==> src/rtl/int_source_ctrl_if.sv <==
// -----------------------------------------------------------------------------
// int_source_ctrl_if
//
// Register-access bus between a requester (trap handler side) and
// int_source_ctrl. Single-cycle request, acknowledge one cycle later.
//
// Signals (suffixes are from the controller's point of view):
//   bus_req_i    request strobe, one cycle per access
//   bus_we_i     1 = write, 0 = read
//   bus_addr_i   byte address, [3:2] selects the register, [1:0] ignored
//   bus_wdata_i  write data
//   bus_rdata_o  registered read data
//   bus_ack_o    access complete, one cycle after the request
//
// Modports:
//   master  requester side, drives the request fields
//   slave   controller side, returns rdata/ack
// -----------------------------------------------------------------------------
interface int_source_ctrl_if;

    logic        bus_req_i;
    logic        bus_we_i;
    logic [3:0]  bus_addr_i;
    logic [31:0] bus_wdata_i;
    logic [31:0] bus_rdata_o;
    logic        bus_ack_o;

    modport master (
        output bus_req_i,
        output bus_we_i,
        output bus_addr_i,
        output bus_wdata_i,
        input  bus_rdata_o,
        input  bus_ack_o
    );

    modport slave (
        input  bus_req_i,
        input  bus_we_i,
        input  bus_addr_i,
        input  bus_wdata_i,
        output bus_rdata_o,
        output bus_ack_o
    );

endinterface

==> src/rtl/int_source_ctrl.sv <==
// -----------------------------------------------------------------------------
// int_source_ctrl
//
// Collects raw interrupt lines, synchronises them, keeps per-source pending
// state and presents exactly one enabled source at a time as a one-hot vector
// to the core's interrupt input. A small register window lets software enable
// sources, choose edge/level triggering and acknowledge edge sources (W1C).
//
// Parameters:
//   INT_NUM      number of interrupt sources (1..32), width of the core INT_BUS
//
// Ports:
//   clk          system clock, rising edge
//   rst_n        synchronous active-low reset
//   irq_i        raw asynchronous interrupt lines
//   bus          register access bus (slave side)
//   int_flag_o   one-hot presented interrupt, 0 when nothing is presented
//
// Register map (bits above INT_NUM-1 read 0, writes ignored):
//   0x0 PENDING  read, write-1-to-clear (edge sources only)
//   0x4 ENABLE   read/write
//   0x8 TRIGGER  read/write, 1 = edge, 0 = level
//   0xC ACTIVE   read-only, current int_flag_o
// -----------------------------------------------------------------------------
module int_source_ctrl #(
    parameter int unsigned INT_NUM = 14
) (
    input  logic               clk,
    input  logic               rst_n,
    input  logic [INT_NUM-1:0] irq_i,
    int_source_ctrl_if.slave   bus,
    output logic [INT_NUM-1:0] int_flag_o
);

    // Register select values (bus_addr_i[3:2]).
    localparam logic [1:0] RegPending = 2'd0;
    localparam logic [1:0] RegEnable  = 2'd1;
    localparam logic [1:0] RegTrigger = 2'd2;
    localparam logic [1:0] RegActive  = 2'd3;

    typedef enum logic [0:0] {
        StIdle,
        StPresent
    } state_e;

    // -------------------------------------------------------------------------
    // Signals
    // -------------------------------------------------------------------------
    logic [INT_NUM-1:0] s1_q, s2_q, s3_q;
    logic [INT_NUM-1:0] rise;

    logic [INT_NUM-1:0] pend_q, pend_d;
    logic [INT_NUM-1:0] en_q, en_d;
    logic [INT_NUM-1:0] trig_q, trig_d;

    logic [INT_NUM-1:0] sel_q, sel_d;
    logic [INT_NUM-1:0] flag_q, flag_d;
    state_e             state_q, state_d;

    logic [31:0]        rdata_q, rdata_d;
    logic               ack_q, ack_d;

    logic [1:0]         reg_sel;
    logic               wr_pend, wr_en, wr_trig;
    logic [INT_NUM-1:0] wdata_trunc;
    logic [INT_NUM-1:0] w1c;
    logic [INT_NUM-1:0] candidates;
    logic [INT_NUM-1:0] lowest;
    logic [31:0]        rd_val;
    logic               unused_bus_bits;

    // -------------------------------------------------------------------------
    // Bus decode
    // -------------------------------------------------------------------------
    assign reg_sel     = bus.bus_addr_i[3:2];
    assign wdata_trunc = bus.bus_wdata_i[INT_NUM-1:0];
    assign wr_pend     = bus.bus_req_i & bus.bus_we_i & (reg_sel == RegPending);
    assign wr_en       = bus.bus_req_i & bus.bus_we_i & (reg_sel == RegEnable);
    assign wr_trig     = bus.bus_req_i & bus.bus_we_i & (reg_sel == RegTrigger);

    // Address byte-lane bits and upper write-data bits carry no meaning here.
    assign unused_bus_bits = ^{bus.bus_addr_i[1:0], bus.bus_wdata_i};

    // -------------------------------------------------------------------------
    // Pending / enable / trigger next state
    // -------------------------------------------------------------------------
    assign rise = s2_q & ~s3_q;
    assign w1c  = wr_pend ? wdata_trunc : '0;

    always_comb begin
        // Edge sources: set on a synchronised rising edge, cleared by W1C, set
        // wins a same-cycle collision. Level sources simply follow s2.
        // trig_q is the registered value, so a TRIGGER write only affects this
        // evaluation from the following cycle.
        pend_d = (trig_q & ((pend_q & ~w1c) | rise)) | (~trig_q & s2_q);
        en_d   = wr_en   ? wdata_trunc : en_q;
        trig_d = wr_trig ? wdata_trunc : trig_q;
    end

    // -------------------------------------------------------------------------
    // Bus response
    // -------------------------------------------------------------------------
    always_comb begin
        rd_val = '0;
        unique case (reg_sel)
            RegPending: rd_val[INT_NUM-1:0] = pend_q;
            RegEnable:  rd_val[INT_NUM-1:0] = en_q;
            RegTrigger: rd_val[INT_NUM-1:0] = trig_q;
            RegActive:  rd_val[INT_NUM-1:0] = flag_q;
            default:    rd_val              = '0;
        endcase
        rdata_d = (bus.bus_req_i && !bus.bus_we_i) ? rd_val : '0;
        ack_d   = bus.bus_req_i;
    end

    // -------------------------------------------------------------------------
    // Presentation FSM next state
    // -------------------------------------------------------------------------
    assign candidates = pend_q & en_q;
    // Isolate the lowest set bit (two's complement trick): lowest index wins.
    assign lowest     = candidates & (-candidates);

    always_comb begin
        state_d = state_q;
        sel_d   = sel_q;
        flag_d  = flag_q;
        unique case (state_q)
            StIdle: begin
                if (candidates != '0) begin
                    state_d = StPresent;
                    sel_d   = lowest;
                    flag_d  = lowest;
                end else begin
                    flag_d  = '0;
                end
            end
            StPresent: begin
                // Only acknowledge or disable of the presented source ends the
                // presentation; newer, higher-priority arrivals wait. Passing
                // through StIdle forces the output to 0 for at least one cycle.
                if ((candidates & sel_q) == '0) begin
                    state_d = StIdle;
                    sel_d   = '0;
                    flag_d  = '0;
                end else begin
                    flag_d  = sel_q;
                end
            end
            default: begin
                state_d = StIdle;
                sel_d   = '0;
                flag_d  = '0;
            end
        endcase
    end

    // -------------------------------------------------------------------------
    // State registers
    // -------------------------------------------------------------------------
    always_ff @(posedge clk) begin
        if (!rst_n) begin
            s1_q    <= '0;
            s2_q    <= '0;
            s3_q    <= '0;
            pend_q  <= '0;
            en_q    <= '0;
            trig_q  <= '0;
            rdata_q <= '0;
            ack_q   <= 1'b0;
        end else begin
            s1_q    <= irq_i;
            s2_q    <= s1_q;
            s3_q    <= s2_q;
            pend_q  <= pend_d;
            en_q    <= en_d;
            trig_q  <= trig_d;
            rdata_q <= rdata_d;
            ack_q   <= ack_d;
        end
    end

    always_ff @(posedge clk) begin
        if (!rst_n) begin
            state_q <= StIdle;
            sel_q   <= '0;
            flag_q  <= '0;
        end else begin
            state_q <= state_d;
            sel_q   <= sel_d;
            flag_q  <= flag_d;
        end
    end

    // -------------------------------------------------------------------------
    // Outputs
    // -------------------------------------------------------------------------
    assign int_flag_o      = flag_q;
    assign bus.bus_rdata_o = rdata_q;
    assign bus.bus_ack_o   = ack_q;

endmodule

==> src/flat_wrapper.sv <==
// flat-port wrapper written by rule: the top's interface ports become plain ports
module int_source_ctrl_flat 
#(
    parameter int unsigned INT_NUM = 14
)
  (clk, rst_n, irq_i, int_flag_o, bus_bus_req_i, bus_bus_we_i, bus_bus_addr_i, bus_bus_wdata_i, bus_bus_rdata_o, bus_bus_ack_o);
  int_source_ctrl_if bus_i ();
  input  logic clk;
  input  logic rst_n;
  input  logic [INT_NUM-1:0] irq_i;
  output logic [INT_NUM-1:0] int_flag_o;
  input wire logic [$bits(bus_i.bus_req_i)-1:0] bus_bus_req_i;
  input wire logic [$bits(bus_i.bus_we_i)-1:0] bus_bus_we_i;
  input wire logic [$bits(bus_i.bus_addr_i)-1:0] bus_bus_addr_i;
  input wire logic [$bits(bus_i.bus_wdata_i)-1:0] bus_bus_wdata_i;
  output wire logic [$bits(bus_i.bus_rdata_o)-1:0] bus_bus_rdata_o;
  output wire logic [$bits(bus_i.bus_ack_o)-1:0] bus_bus_ack_o;
  assign bus_i.bus_req_i = bus_bus_req_i;
  assign bus_i.bus_we_i = bus_bus_we_i;
  assign bus_i.bus_addr_i = bus_bus_addr_i;
  assign bus_i.bus_wdata_i = bus_bus_wdata_i;
  assign bus_bus_rdata_o = bus_i.bus_rdata_o;
  assign bus_bus_ack_o = bus_i.bus_ack_o;
  int_source_ctrl #(.INT_NUM(INT_NUM)) u_core (.clk(clk), .rst_n(rst_n), .irq_i(irq_i), .bus(bus_i), .int_flag_o(int_flag_o));
endmodule
==> config.mk <==
export PLATFORM = sky130hd
export DESIGN_NAME = int_source_ctrl_flat
export DESIGN_NICKNAME = d
export VERILOG_FILES = /design/src/rtl/int_source_ctrl_if.sv /design/src/rtl/int_source_ctrl.sv /design/src/flat_wrapper.sv
export SDC_FILE = /design/constraint.sdc
export NUM_CORES = 1
export LEC_CHECK = 0
export ABC_CLOCK_PERIOD_IN_PS = 1700
export CELL_PAD_IN_SITES_DETAIL_PLACEMENT = 1
export CELL_PAD_IN_SITES_GLOBAL_PLACEMENT = 1
export CORE_MARGIN = 4
export CORE_UTILIZATION = 35
export DETAILED_ROUTE_END_ITERATION = 8
export PLACE_DENSITY_LB_ADDON = 0.3
export SKIP_LAST_GASP = 1
export SLEW_MARGIN = 40
export SYNTH_ARGS = -nofsm -noshare
export SYNTH_HDL_FRONTEND = slang
export SYNTH_SLANG_ARGS = --single-unit
==> constraint.sdc <==
create_clock -name clk -period 1.7 [get_ports clk]
set_input_delay 0.17 -clock clk [delete_from_list [all_inputs] [get_ports clk]]
set_output_delay 0.17 -clock clk [all_outputs]
set_load 0.005 [all_outputs]
==> results of run 1 <==
-- area by class of cell --
type	instances	area, um^2	share of cell area [%]
Tap cell	176	220	3.32
Inverter	14	52.6	0.793
Clock inverter	6	82.6	1.25
Timing Repair Buffer	110	1070	16.2
Clock buffer	23	488	7.36
Sequential cell	128	2570	38.8
Multi-Input combinational cell	337	2140	32.3
-- cell families after synthesis --
| kind of cell | Yosys count |
|---|---|
| multiplexers | 14 |
| other | 1 |
| AO/OA/AOI/OAI | 105 |
| buffers and inverters | 55 |
| AND/OR/NAND/NOR | 200 |
| flip-flops | 128 |
-- worst paths after layout --
path | to | startpoint | depth (start not counted) | slack [ps]
max | u_core.int_flag_o[9] | u_core.sel_q[11] | 7 | -130
min | u_core.en_q[2] | rst_n | 3 | 240
max reg2reg | u_core.int_flag_o[9] | u_core.sel_q[11] | 7 | -130
min reg2reg | u_core.s2_q[3] | u_core.s1_q[3] | 1 | 430
-- power by group through the flow --
stage	Sequential (mW)	Combinational [mW]	Clock, mW
detailed placement	3.16	0.358	0
finish	3.10	0.364	3.53
CTS	3.10	0.365	3.58
floorplan	3.16	0.193	0
global route	3.11	0.397	3.71
global placement	3.16	0.349	0
-- stage by stage --
stage	hold slack (ps)	power, mW
after floorplan	297	3.35
after global placement	415	3.51
after detailed placement	422	3.52
after CTS	240	7.05
after global routing	254	7.22
final	240	7.00
-- metal layers --
metal  routed length (um)  GRT usage (%)
met1                 6220           22.6
met2                 6830           30.0
met3                  618           3.64
met4                  322           7.89
met5                    0              0
-- worst min-delay path, delay by kind of cell --
family,cells,cell delay [ps]
AO/OA/AOI/OAI,1,130
buffers and inverters,2,310
-- cells in the final DEF (no fill, tap or decap), drive strengths merged, types with 3 or more instances in the layout --
master	n
and2	46
nor2b	15
inv	14
nand4	5
nand2	90
mux4	14
nand3	26
conb	18
o21bai	4
clkinv	3
nor3	4
a21boi	28
a21oi	23
a22oi	3
o211ai	4
o21ai	17
buf	48
nor2	7
o22ai	5
dfxtp	128
a21o	14
clkdlybuf4s50	61
clkbuf	24
-- state kept, by name, indices dropped and copies added, names as in the netlist --
name	flops
u_core.bus.bus_ack_o	1
u_core.bus.bus_rdata_o	14
u_core.en_q	14
u_core.int_flag_o	14
u_core.pend_q	14
u_core.s1_q	14
u_core.s2_q	14
u_core.s3_q	14
u_core.sel_q	14
u_core.state_q	1
u_core.trig_q	14
-- repair_timing --
action / 4_1_cts / 5_1_grt
cloned: 1 / 1
endpoints found under the setup margin: 29 / 29
pin swaps: 1 / 6
hold buffers: 0 / 0
resized for setup: 16 / 19
buffers inserted: 1 / 2
==> results.sh, run 1 <==
export IMPL_finalWorstSetupSlack_ps=-130
export IMPL_ant_nets=0
export IMPL_syn_inst=503
export IMPL_critical_path_top_delay_family="compound AO/OA/AOI/OAI gates"
export IMPL_violations_in_the_final_reports="negative setup slack"
export IMPL_yosys_area_share_xor_xnor_pct=0
export IMPL_totalNegativeSetupSlack_ps=-2780
export IMPL_finalWirelength_um=14000
export IMPL_post_route_cell_area_um2=6630
export IMPL_detailroute_via_count=3968
export IMPL_num_rows=42
export IMPL_clock_tree_from_tritoncts="done"
export IMPL_avgRoutedWirePerCell_um=17.6
export IMPL_worstSetupStartpointType="register"
export IMPL_grt_max_degree=77
export IMPL_synth_enable_flop_cells=0
export IMPL_dpl_worst_slack_ps=-70.2
export IMPL_die_h_um=126
export IMPL_layout_nets=662
export IMPL_slew_violations=0
export IMPL_dr_first_iter_drc_count=305
export IMPL_routabilityCongestion=0.912
export IMPL_pwr_share_seq_pct=44.3
export IMPL_antennaDiodeCount=0
export IMPL_tritoncts_num_sinks=128
export IMPL_synthTopCellsByArea="dfxtp_1 53%, nand2_1 7.0%, mux4_2 6.5%"
export IMPL_path_buf_inv=2
export IMPL_post_route_period_util_pct=108
export IMPL_clock_path_buffers=2
export IMPL_cp_arrival_ps=2130
export IMPL_timing_final_crit_period_ps=1830
export IMPL_setup_worst_path_end_class="register"
export IMPL_routed_via_density=5.00
export IMPL_avgSynthCellArea_um2=9.65
export IMPL_place_port_buffers=62
export IMPL_cp_required_ps=2000
export IMPL_dpl_cell_count=761
export IMPL_antenna_found_initial=0
export IMPL_area_growth_syn_to_layout_pct=36.6
export IMPL_max_ir_drop_vdd_mv=0.685
export IMPL_area_share_of_the_largest_cell_type_after_synthesis_pct=52.8
export IMPL_clock_insertion_delay_worst_skew_ps=420
export IMPL_main_combinational_cell_family_by_area_after_synthesis="simple AND/OR/NAND/NOR gates"
export IMPL_worst_slew_pin_transition_ps=645
export IMPL_postLayoutCoreUtil_pct=49.5
export IMPL_worst_clock_skew_ps=10.7
export IMPL_achievable_frequency_mhz=546
export IMPL_synth_seq_area_share_pct=52.8
export IMPL_cts_buffers=17
export IMPL_netlist_top_cell_by_area="dfxtp_1"
export IMPL_timing_slew_headroom_pct=57.0
export IMPL_path_cells="nand3_2 -> o2111ai_2 -> a2111o_1 -> o311ai_4 -> buf_6 -> clkbuf_16 -> o21ai_0"
export IMPL_max_cap_viols=0
export IMPL_grt_pass1_wl_um=22100
export IMPL_grt_use_total_pct=18.0
export IMPL_clock_power_share_pct=50.4
export IMPL_timing_critical_path_fanout_max=7
export IMPL_status="finished with violations"
export IMPL_floorplan_core_area_um2=13400
export IMPL_firstDrtPassIters=4
export IMPL_ctsHtreeMaxLevel=4
export IMPL_critical_path_slowest_cell="a2111o_1"
export IMPL_synth_compound_gate_area_share_pct=14.4
export IMPL_power_per_cell_area_nw_per_um2=1060
export IMPL_yosys_cell_count_top_type="dfxtp_1"
export IMPL_total_switching_power_mw=1.46
export IMPL_globalRoute_totalOverflow=0
export IMPL_drive_above_1_share_pct=18.4
export IMPL_post_synthesis_async_set_or_reset_flop_share_pct=0
export IMPL_synthFlopType="dfxtp_1"
export IMPL_critical_path_class="reg2reg"
export IMPL_setup_viol_count_final=29
export IMPL_ports=101
export IMPL_total_leakage_power_nw=2.56
export IMPL_post_synth_instance_area_um2=4850
export IMPL_fillers=1491
export IMPL_fp_dieArea_um2=15800
export IMPL_synthTopCellsByCount="128 x dfxtp_1, 90 x nand2_1, 44 x and2_1"
export IMPL_muxShareOfSynthArea_pct=6.50
export IMPL_path_clk_slew_ps=60
export IMPL_internal_power_mw=5.54
export IMPL_cpPeakStageDelay_ps=450
export IMPL_layout_cells_non_filler=794
export IMPL_placed_cell_area_um2=5910
export IMPL_synth_adder_area_share_pct=0
export IMPL_cts_root_buf="clkbuf_16"
export IMPL_number_of_global_route_vias_before_repair=4097
export IMPL_min_path_type="in2reg"
export IMPL_comb_power_share_pct=5.2
export IMPL_setup_repair_after_global_routing_missed_its_margin="true"
export IMPL_drcViolationCount=0
export IMPL_synth_simple_gate_area_share_pct=20.2
export IMPL_starting_density_pct=36.2
export IMPL_final_hold_violation_count=0
export IMPL_die_width_um=126
export IMPL_p_sw_share_pct=20.8
export IMPL_postSynthRegisterBits=128
export IMPL_hpwlAfterDp_um=9480
export IMPL_yosys_warnings=0
export IMPL_synth_cell_type_count=37
(Power assumes the default switching activity.)
==> inputs of run 2 (changes only) <==
--- a/config.mk
+++ b/config.mk
@@ -6,10 +6,8 @@
 export NUM_CORES = 1
 export LEC_CHECK = 0
 export ABC_CLOCK_PERIOD_IN_PS = 1700
-export CELL_PAD_IN_SITES_DETAIL_PLACEMENT = 1
-export CELL_PAD_IN_SITES_GLOBAL_PLACEMENT = 1
 export CORE_MARGIN = 4
-export CORE_UTILIZATION = 35
+export CORE_UTILIZATION = 40
 export DETAILED_ROUTE_END_ITERATION = 8
 export PLACE_DENSITY_LB_ADDON = 0.3
 export SKIP_LAST_GASP = 1
==> results.sh, run 2 (synthesis results as in run 1) <==
export IMPL_number_of_global_route_vias_before_repair=3752
export IMPL_avgRoutedWirePerCell_um=15.3
export IMPL_achievable_frequency_mhz=587
export IMPL_slew_violations=0
export IMPL_setup_repair_after_global_routing_missed_its_margin="true"
export IMPL_setup_worst_path_end_class="register"
export IMPL_detailroute_via_count=3797
export IMPL_post_route_period_util_pct=100
export IMPL_fillers=998
export IMPL_clock_path_buffers=2
export IMPL_totalNegativeSetupSlack_ps=-4.85
export IMPL_worstSetupStartpointType="register"
export IMPL_clock_tree_from_tritoncts="done"
export IMPL_most_common_layout_cells="119 x dfxtp_1, 85 x nand2_1, 61 x clkdlybuf4s50_1, 43 x and2_1, 41 x buf_4"
export IMPL_fp_dieArea_um2=14000
export IMPL_die_width_um=118
export IMPL_num_rows=39
export IMPL_final_hold_violation_count=0
export IMPL_drcViolationCount=0
export IMPL_clock_insertion_delay_worst_skew_ps=400
export IMPL_die_h_um=118
export IMPL_grt_use_total_pct=16.8
export IMPL_final_total_power_mw=6.96
export IMPL_tritoncts_num_sinks=128
export IMPL_ctsHtreeMaxLevel=4
export IMPL_power_per_cell_area_nw_per_um2=1060
export IMPL_antenna_found_initial=0
export IMPL_ant_nets=0
export IMPL_dr_first_iter_drc_count=272
export IMPL_cts_root_buf="clkbuf_16"
export IMPL_place_port_buffers=62
export IMPL_globalRoute_totalOverflow=0
export IMPL_worst_clock_skew_ps=6.22
export IMPL_gr_usage_met1_pct=21.9
export IMPL_hpwlAfterDp_um=8120
export IMPL_worst_slew_pin_transition_ps=580
export IMPL_status="finished with violations"
export IMPL_max_cap_viols=0
export IMPL_path_clk_slew_ps=60
export IMPL_timing_final_crit_period_ps=1700
export IMPL_cts_buffers=17
export IMPL_grtUsageMet2_pct=26.8
export IMPL_most_common_library_cell_in_the_layout_ignoring_fill_and_taps="dfxtp_1"
export IMPL_violations_in_the_final_reports="negative setup slack"
export IMPL_floorplan_core_area_um2=11700
export IMPL_min_path_type="in2reg"
export IMPL_timing_slew_headroom_pct=60.8
export IMPL_cp_arrival_ps=1970
export IMPL_critical_path_class="reg2reg"
export IMPL_ports=101
export IMPL_starting_density_pct=41.6
export IMPL_routabilityCongestion=0.868
export IMPL_drive_above_1_share_pct=20.0
export IMPL_grt_busiest_layer="met2"
export IMPL_max_ir_drop_vdd_mv=0.626
export IMPL_grt_max_degree=63
export IMPL_antennaDiodeCount=0
export IMPL_grt_met3_usage_pct=4.06
export IMPL_grt_pass1_wl_um=18800
export IMPL_setup_viol_count_final=2
export IMPL_timing_critical_path_fanout_max=7
export IMPL_area_growth_syn_to_layout_pct=35.7
export IMPL_cts_hold_buf=0
export IMPL_total_leakage_power_nw=2.57
export IMPL_routed_via_density=4.97
export IMPL_cp_required_ps=1960
export IMPL_layout_nets=662
export IMPL_worst_hold_slack_ps=176
export IMPL_firstDrtPassIters=4
export IMPL_finalWorstSetupSlack_ps=-4.24
export IMPL_finalWirelength_um=11700
==> run 2: where the power goes <==
part | switching, mW | internal [mW]
Sequential | 0.0320 | 3.07
Combinational | 0.162 | 0.192
Clock | 1.31 | 2.20
==> run 2: stage by stage <==
stage | setup slack, ps | cells | utilization (%) | instance area [um^2]
finish | -4.24 | 764 | 56.5 | 6590
global route | -143 | 764 | 56.5 | 6590
CTS | -24.4 | 757 | 55.2 | 6430
detailed placement | -40.6 | 725 | 50.1 | 5840
global placement | 19.4 | 725 | 50.1 | 5840
floorplan | 28.4 | 520 | - | 4920
==> run 2: layout make-up <==
cell class / count / area, um^2 / share of cell area, %
Sequential cell: 128 / 2580 / 39.1
Multi-Input combinational cell: 337 / 2150 / 32.7
Timing Repair Buffer: 110 / 1050 / 15.9
Clock buffer: 19 / 443 / 6.72
Tap cell: 143 / 179 / 2.72
Clock inverter: 13 / 139 / 2.11
Inverter: 14 / 52.6 / 0.798
==> run 2: final timing paths <==
| kind | start | slack (ps) | to | depth (start not counted) |
|---|---|---|---|---|
| worst max-delay path | u_core.en_q[11] | -4 | u_core.sel_q[11] | 6 |
| worst min-delay path | rst_n | 180 | u_core.bus.bus_ack_o | 3 |
| worst max register to register | u_core.en_q[11] | -4 | u_core.sel_q[11] | 6 |
| worst min register to register | u_core.s1_q[12] | 430 | u_core.s2_q[12] | 1 |
==> run 2: layer usage <==
| layer | vias to the layer above | share of wire (%) |
|---|---|---|
| li1 | 1899 | - |
| met1 | 1768 | 45 |
| met2 | 119 | 47 |
| met3 | 11 | 6.4 |
| met4 | 0 | 1.3 |
| met5 | - | 0 |
==> run 2: what timing repair did <==
item,CTS,global route
cloned,0,2
resized for setup,2,41
setup buffers,0,6
setup endpoints to repair,11,29
pin swaps,0,9
==> run 2: worst max-delay path, cell delays in order, from the launching register on <==
cell and delay [ps]:
dfxtp_1 320, nand3_1 150, o2111ai_2 120, a2111o_1 340, o311ai_4 330, buf_6 190
o211ai_1 120
